$ cat src/rtl/mem_stage_sram_pkg.sv
// mem_stage_sram_pkg: shared state encoding and defaults for the SRAM memory stage
package mem_stage_sram_pkg;
    localparam logic [1:0] S_IDLE = 2'd0;
    localparam logic [1:0] S_LO   = 2'd1;
    localparam logic [1:0] S_HI   = 2'd2;
    localparam logic [1:0] S_DONE = 2'd3;
    localparam int BASE_ADDR_DEF = 1024;
    localparam int REG_W = 4;
endpackage

$ cat src/rtl/mem_stage_sram_ctrl.sv
// sram_ctrl: two half-word access sequencer for a 16-bit async SRAM, with freeze generation
module sram_ctrl
    import mem_stage_sram_pkg::*;
#(
    parameter int BASE_ADDR   = BASE_ADDR_DEF,
    parameter int WAIT_CYCLES = 2,
    parameter int SRAM_AW     = 18
) (
    input  logic               clk,
    input  logic               rst,
    input  logic               rd,
    input  logic               wr,
    input  logic [31:0]        addr,
    input  logic [31:0]        wdata,
    output logic               freeze,
    output logic [SRAM_AW-1:0] sram_addr,
    output logic [15:0]        sram_wdata,
    input  logic [15:0]        sram_rdata,
    output logic               sram_we_n,
    output logic               sram_oe_n,
    output logic [31:0]        rd_buf
);
    localparam int CW = $clog2(WAIT_CYCLES + 1);
    logic [1:0]         state, nxt;
    logic [CW-1:0]      cnt;
    logic [SRAM_AW-2:0] word;
    logic               last, busy, nbusy, req;
    always_comb begin
        word   = (SRAM_AW-1)'((addr - 32'(BASE_ADDR)) >> 2);
        req    = rd || wr;
        last   = cnt == CW'(WAIT_CYCLES - 1);
        busy   = state == S_LO || state == S_HI;
        nxt    = state == S_IDLE ? (req ? S_LO : S_IDLE) :
                 state == S_LO   ? (last ? S_HI : S_LO) :
                 state == S_HI   ? (last ? S_DONE : S_HI) : S_IDLE;
        nbusy  = nxt == S_LO || nxt == S_HI;
        freeze = (state == S_IDLE && req) || busy;
    end
    // Pins are registered from the next state so the async SRAM sees glitch-free strobes
    always_ff @(posedge clk) begin
        if (rst) begin
            state      <= S_IDLE;
            cnt        <= '0;
            sram_we_n  <= 1'b1;
            sram_oe_n  <= 1'b1;
            sram_addr  <= '0;
            sram_wdata <= '0;
            rd_buf     <= '0;
        end else begin
            state      <= nxt;
            cnt        <= (busy && !last) ? cnt + 1'b1 : '0;
            sram_we_n  <= !(nbusy && wr);
            sram_oe_n  <= !(nbusy && !wr);
            sram_addr  <= nbusy ? {word, nxt == S_HI} : '0;
            sram_wdata <= (nbusy && wr) ? (nxt == S_HI ? wdata[31:16] : wdata[15:0]) : '0;
            if (state == S_LO && last && !wr) rd_buf[15:0] <= sram_rdata;
            if (state == S_HI && last && !wr) rd_buf[31:16] <= sram_rdata;
        end
    end
endmodule

$ cat src/rtl/mem_stage_sram.sv
// mem_stage_sram: pipeline memory stage over 16-bit async SRAM plus the MEM/WB register
module mem_stage_sram
    import mem_stage_sram_pkg::*;
#(
    parameter int BASE_ADDR   = BASE_ADDR_DEF,
    parameter int WAIT_CYCLES = 2,
    parameter int SRAM_AW     = 18
) (
    input  logic               clk,
    input  logic               rst,
    input  logic               wb_en_in,
    input  logic               mem_read_en_in,
    input  logic               mem_write_en_in,
    input  logic [31:0]        alu_res_in,
    input  logic [31:0]        val_rm_in,
    input  logic [REG_W-1:0]   dest_in,
    output logic               freeze,
    output logic [SRAM_AW-1:0] sram_addr,
    output logic [15:0]        sram_wdata,
    input  logic [15:0]        sram_rdata,
    output logic               sram_we_n,
    output logic               sram_oe_n,
    output logic               wb_en_out,
    output logic               mem_read_en_out,
    output logic [31:0]        alu_res_out,
    output logic [31:0]        mem_data_out,
    output logic [REG_W-1:0]   dest_out
);
    logic [31:0] rd_buf;
    sram_ctrl #(.BASE_ADDR(BASE_ADDR), .WAIT_CYCLES(WAIT_CYCLES), .SRAM_AW(SRAM_AW)) u_ctrl (
        .clk(clk),
        .rst(rst),
        .rd(mem_read_en_in),
        .wr(mem_write_en_in),
        .addr(alu_res_in),
        .wdata(val_rm_in),
        .freeze(freeze),
        .sram_addr(sram_addr),
        .sram_wdata(sram_wdata),
        .sram_rdata(sram_rdata),
        .sram_we_n(sram_we_n),
        .sram_oe_n(sram_oe_n),
        .rd_buf(rd_buf)
    );
    always_ff @(posedge clk) begin
        if (rst) begin
            wb_en_out       <= 1'b0;
            mem_read_en_out <= 1'b0;
            alu_res_out     <= '0;
            mem_data_out    <= '0;
            dest_out        <= '0;
        end else if (freeze) begin
            wb_en_out       <= 1'b0;
            mem_read_en_out <= 1'b0;
        end else begin
            wb_en_out       <= wb_en_in;
            mem_read_en_out <= mem_read_en_in;
            alu_res_out     <= alu_res_in;
            mem_data_out    <= rd_buf;
            dest_out        <= dest_in;
        end
    end
endmodule

$ cat config.mk
export PLATFORM = sky130hd
export DESIGN_NAME = mem_stage_sram
export DESIGN_NICKNAME = d
export VERILOG_FILES = /design/src/rtl/mem_stage_sram_pkg.sv /design/src/rtl/mem_stage_sram_ctrl.sv /design/src/rtl/mem_stage_sram.sv
export SDC_FILE = /design/constraint.sdc
export NUM_CORES = 1
export LEC_CHECK = 0
export CAP_MARGIN = 25
export CORE_MARGIN = 1
export CORE_UTILIZATION = 48
export CTS_CLUSTER_SIZE = 24
export DETAILED_ROUTE_END_ITERATION = 10
export PLACE_DENSITY = 0.88
export SETUP_SLACK_MARGIN = 0.2
export SLEW_MARGIN = 20
export SYNTH_ARGS = -nofsm -noshare
export SYNTH_HDL_FRONTEND = slang
export SYNTH_SLANG_ARGS = --single-unit
export TNS_END_PERCENT = 5
$ cat constraint.sdc
create_clock -name clk -period 6.4 [get_ports clk]
set_input_delay 0.96 -clock clk [delete_from_list [all_inputs] [get_ports clk]]
set_output_delay 0.96 -clock clk [all_outputs]
set_load 0.01 [all_outputs]
## After elaboration in Yosys (flattened, before gate mapping)

Cells that the tools add are included.

| word-level totals | value |
|---|---|
| input port bits | 89 |
| output and inout bits | 107 |
| register bits after elaboration | 142 |

| operators by class | value |
|---|---|
| equal/unequal tests | 5 |
| reduce and logical (&&, ||, !) cells | 21 |
| $add $sub $neg | 2 |
| bitwise logic cells | 3 |
| muxes and demuxes | 7 |

Operators by type and width:

| operator | number |
|---|---|
| $sub 19x11->19 const B | 1 |
| $mux 16 | 1 |
| $logic_and 1x1->1 | 8 |
| $mux 2 | 4 |
| $reduce_or 2->1 | 4 |
| $eq 2x1->1 const B | 3 |
| $eq 2x2->1 const B | 2 |
| $logic_not 1->1 | 4 |
| $logic_or 1x1->1 | 4 |
| $not 1->1 | 3 |
| $add 2x1->2 const B | 1 |
| $logic_not 2->1 | 1 |
| $mux 1 | 2 |

## Depth between registers and ports, before layout

| logic depth | value |
|---|---|
| depth in word-level cells | 10 |
| mapped depth | 9 |
| mapped depth without buffers | 8 |

## Cells and area by module

A second synthesis with hierarchy kept.

| second synthesis, totals | value |
|---|---|
| cells, all modules | 505 |
| area, all modules | 5066.1 sq um |

Modules (own cells, without submodules):

| module | times used | area each (sq um) | cells an instance |
|---|---|---|---|
| sram_ctrl | 1 | 2565.0 | 281 |
| mem_stage_sram | 1 | 2501.1 | 224 |

## Worst setup path after synthesis

OpenSTA, ideal clock, no wires.

| timing | value |
|---|---|
| path type | input to register |
| from | in mem_write_en_in |
| to | reg u_ctrl.sram_wdata[10] |
| stages on the path | 8 |
| setup slack | 3.559 ns |
| buffers on the path | 3 |
| required time | 6.283 ns |
| data arrival time | 2.724 ns |
| cell sequence | clkbuf_1 -> or3b_2 -> o31ai_1 -> ha_1 -> clkbuf_1 -> buf_2 -> mux2i_1 -> nor2_1 |

| on the way | value |
|---|---|
| longest elaborated chain between the ends | 8 |
| elaborated cells between the ends (all ways) | 10 |
| classes of those cells | eq/ne (2); mux (3); bitwise (1); reduce/logical (4) |

RTL lines:

| element | RTL line | RTL |
|---|---|---|
| start: declaration | mem_stage_sram.sv:13 | `input logic mem_write_en_in,` |
| $logic_or 1x1->1 | mem_stage_sram_ctrl.sv:30 | `req = rd \|\| wr;` |
| $mux 1 | mem_stage_sram_ctrl.sv:33 | `nxt = state == S_IDLE ? (req ? S_LO : S_IDLE) :` |
| $mux 2 | mem_stage_sram_ctrl.sv:33 |  |
| $eq 2x1->1 / $eq 2x2->1 (equally long branches) | mem_stage_sram_ctrl.sv:36, mem_stage_sram_ctrl.sv:55 |  |
| $logic_or 1x1->1 | mem_stage_sram_ctrl.sv:36 | `nbusy = nxt == S_LO \|\| nxt == S_HI;` |
| $logic_and 1x1->1 | mem_stage_sram_ctrl.sv:55 | `sram_wdata <= (nbusy && wr) ? (nxt == S_HI ? wdata[31:16] : wdata[15:0]) : '0;` |
| $not 1->1 (no line) | -- |  |
| $reduce_or 2->1 (no line) | -- |  |
| end signal: assignment | mem_stage_sram_ctrl.sv:55 |  |
| end: declaration | mem_stage_sram_ctrl.sv:17 | `output logic [15:0] sram_wdata,` |

Several ways; a longest one is shown, not always the timed one.
A chain may end at the register's enable or synchronous reset.

## Worst setup path in the final report

| timing | value |
|---|---|
| from | reg u_ctrl.state[0] |
| to | out freeze |

| on the way | value |
|---|---|
| longest elaborated chain between the ends | 3 |
| elaborated cells between the ends (all ways) | 6 |
| classes of those cells | eq/ne (2); reduce/logical (4) |

RTL lines:

| element | RTL line | RTL |
|---|---|---|
| start: declaration | mem_stage_sram_ctrl.sv:24 | `logic [1:0] state, nxt;` |
| start signal: assignment | mem_stage_sram_ctrl.sv:50 | `state <= nxt;` |
| $eq 2x1->1, or another cell as far along | mem_stage_sram_ctrl.sv:32 | `busy = state == S_LO \|\| state == S_HI;` |
| $logic_or 1x1->1 / $logic_and 1x1->1 (equally long branches) | mem_stage_sram_ctrl.sv:32, mem_stage_sram_ctrl.sv:37 |  |
| $logic_or 1x1->1 (*) | mem_stage_sram_ctrl.sv:37 | `freeze = (state == S_IDLE && req) \|\| busy;` |
| end: declaration | mem_stage_sram.sv:17 | `output logic freeze,` |

Mark *: on every way between the ends. The rest lies on a longest branch, timed or not.

==> results.toml <==
[status]
status = "finished clean"

[clocking]
clkSinkCount = 142
ctsHtreeMaxLevel = 4
numCtsBuffers = 17
ctsResizeCount = 0
post_cts_buffers = 0
cts.path.max_buffers = 2
path_clk_slew_ps = 60
clk_latency_ps = 520
clockRootBuffer = "clkbuf_8"
cts_tree = "built"
cts_hold_buffers = 0

[routing]
wl_per_cell_um = 16.6
vias = 4963
drc = 0
drt_first_pass_iters = 5
ant_nets = 0
routed_via_density = 5.42
drt_iter0_drc = 294
drt-total-wl_um = 15200

[timing]
min_period_over_period = 0.549
slew_headroom = 0.305
final-hold-violation-count = 0
finalMaxSlewViolations = 0
worst_pin_slew_ps = 1040
fin_hold_ws_ps = 460
period_minus_slack_ps = 3510
fin_worst_skew_ps = 11.2
fmax_mhz = 285
setup_viol = 0
rsz0062_at_grt = "false"
final.setup.tns_ps = 0

[power]
p_total_w = 0.00233
p_leak_nw = 2.74
cellPowerDensity_nw_per_um2 = 292
vdd_drop_max_uv = 177

[setup_path]
cp_slowest_cell = "clkdlybuf4s50_1"
crit_required_ps = 5440
startpoint_type = "register"
crit_chain = "inv_1 -> ha_4 -> buf_16 -> nand2b_1 -> clkdlybuf4s50_1"
r2r_slack_ps = 3560
end_kind = "output port"
max_stage_delay_ps = 570
critPathTopFamily = "buffers and inverters"
path_buf_inv = 3
cp_data_arrival_time_ps = 2550
path_class = "register to output port"
path_max_fanout = 94

[synthesis]
yosysSeqAreaShare = 0.533
syn_inst = 596
syn-num-nets = 692
yosys_register_bits = 142
yosys_warnings = 0
synth_ff_type = "dfxtp_1"
syn_area_per_cell_um2 = 8.95
async_reset_ff_frac = 0
synthDistinctLibCells = 28
synth_edf_count = 0
syn_area_um2 = 5330

[global_route]
grt_max_degree = 139
antenna_found_initial = 0
grt_use_total = 0.267
grt_pass1_vias = 4809
grt-ovfl-total = 0
grt_pass1_wl_um = 23800

[floorplan]
ios = 196
core_um2 = 10800
dieArea_um2 = 11500
die_x_um = 107
rows = 38
start_util = 0.492
die_h_um = 107

[cells_and_area]
drive_gt1_frac = 0.0542
fin_util = 0.738
diodes = 0
synthToLayoutAreaGrowth_pct = 50.0
nNetsFinal = 858

[placed_design]
port_buffers = 195
gp_congestion = 0.805
hpwl_um = 9860

[hold_path]
hp-class = "register to register"

[job]
drv_cap = 0
==> worst reg2reg max path: cells and delay by family, from the launching register on <==
| kind | cells | cell delay (ps) |
|---|---|---|
| adder cells (fa/ha/maj) | 2 | 540 |
| AND/OR/NAND/NOR | 4 | 1680 |
| flip-flops | 1 | 310 |
| buffers and inverters | 1 | 130 |
| AO/OA/AOI/OAI | 1 | 100 |
==> cell families (layout without fill, tap and decap cells) <==
kind of cell,count (synthesis),in the layout,share of synthesized area
simple gates,190,190,0.201
compound gates,181,181,0.172
flops,142,142,0.533
buf+inv,57,236,0.0422
mux,17,17,0.0319
fa+ha+maj,7,7,0.0164
xor+xnor,2,2,0.00329
==> layout make-up <==
cell class	instances	area [um2]
sequential	142	2840
clock buffer	21	449
timing repair buffer	199	2010
fill	777	2840
multi-input combinational	397	2290
clock inverter	11	211
tap	140	175
inverter	5	18.8
==> cells in the final DEF (no fill, tap or decap), drive strengths merged <==
| master | count |
|---|---|
| clkdlybuf4s50 | 194 |
| dfxtp | 142 |
| a21oi | 105 |
| o21ai | 71 |
| nand3b | 68 |
| nand2 | 66 |
| nor2 | 26 |
| clkbuf | 21 |
| mux2i | 17 |
| and2 | 9 |
| ha | 7 |
| bufinv | 6 |
| or3 | 6 |
| inv | 5 |
| buf | 5 |
| o31ai | 4 |
| clkinv | 4 |
| and3b | 3 |
| nor3b | 3 |
| nand2b | 2 |
| xnor2 | 2 |
| or3b | 2 |
| or4 | 2 |
| nor2b | 1 |
| o21a | 1 |
| or2 | 1 |
| nor3 | 1 |
| clkinvlp | 1 |
==> per-layer routing <==
metal / GRT usage / up-vias / share of wire
met3: 0.0654 / 25 / 0.058
met1: 0.308 / 2387 / 0.40
met5: 0 / - / 0
met4: 0.109 / 0 / 0.021
met2: 0.471 / 166 / 0.52
li1: - / 2385 / -
==> state kept, by name, indices dropped and copies added (netlist names) <==
register	cells
u_ctrl.sram_we_n	1
u_ctrl.state	2
u_ctrl.cnt	2
u_ctrl.sram_wdata	16
u_ctrl.sram_oe_n	1
u_ctrl.sram_addr	18
wb_en_out	1
mem_read_en_out	1
dest_out	4
alu_res_out	32
u_ctrl.rd_buf	32
mem_data_out	32
==> synthesized netlist by cell type (all sizes together), types with 3 or more instances <==
master	n	area share
dfxtp	142	0.53
o21ai	71	0.067
or3	6	0.0080
nor2	26	0.018
o31ai	4	0.0056
inv	5	0.0035
a21oi	105	0.099
buf	9	0.0084
ha	7	0.016
and2	9	0.011
and3b	3	0.0049
nand3b	68	0.096
clkbuf	43	0.030
nor3b	3	0.0042
mux2i	17	0.032
nand2	66	0.046
==> worst paths after layout <==
kind,from,end,cells past startpoint
min,u_ctrl.rd_buf[3],u_ctrl.rd_buf[3],2
min reg2reg,u_ctrl.rd_buf[3],u_ctrl.rd_buf[3],2
max reg2reg,u_ctrl.state[0],u_ctrl.sram_wdata[4],8
max,u_ctrl.state[0],freeze,5
==> power by group <==
| part | switching [W] | internal [W] |
|---|---|---|
| Clock | 0.000356 | 0.000731 |
| Combinational | 0.000149 | 0.000160 |
| Sequential | 0.0000151 | 0.000922 |
==> per-stage QoR <==
step | worst slack, ps | area (um2) | std cells
3_3_place_gp | 2920 | 7290 | 881
4_1_cts | 2690 | 7970 | 914
5_1_grt | 2750 | 8000 | 915
2_1_floorplan | 3560 | 5330 | 596
3_5_place_dp | 2720 | 7310 | 882
6_report | 2890 | 8000 | 915
Power figures use the tool's default switching activity.
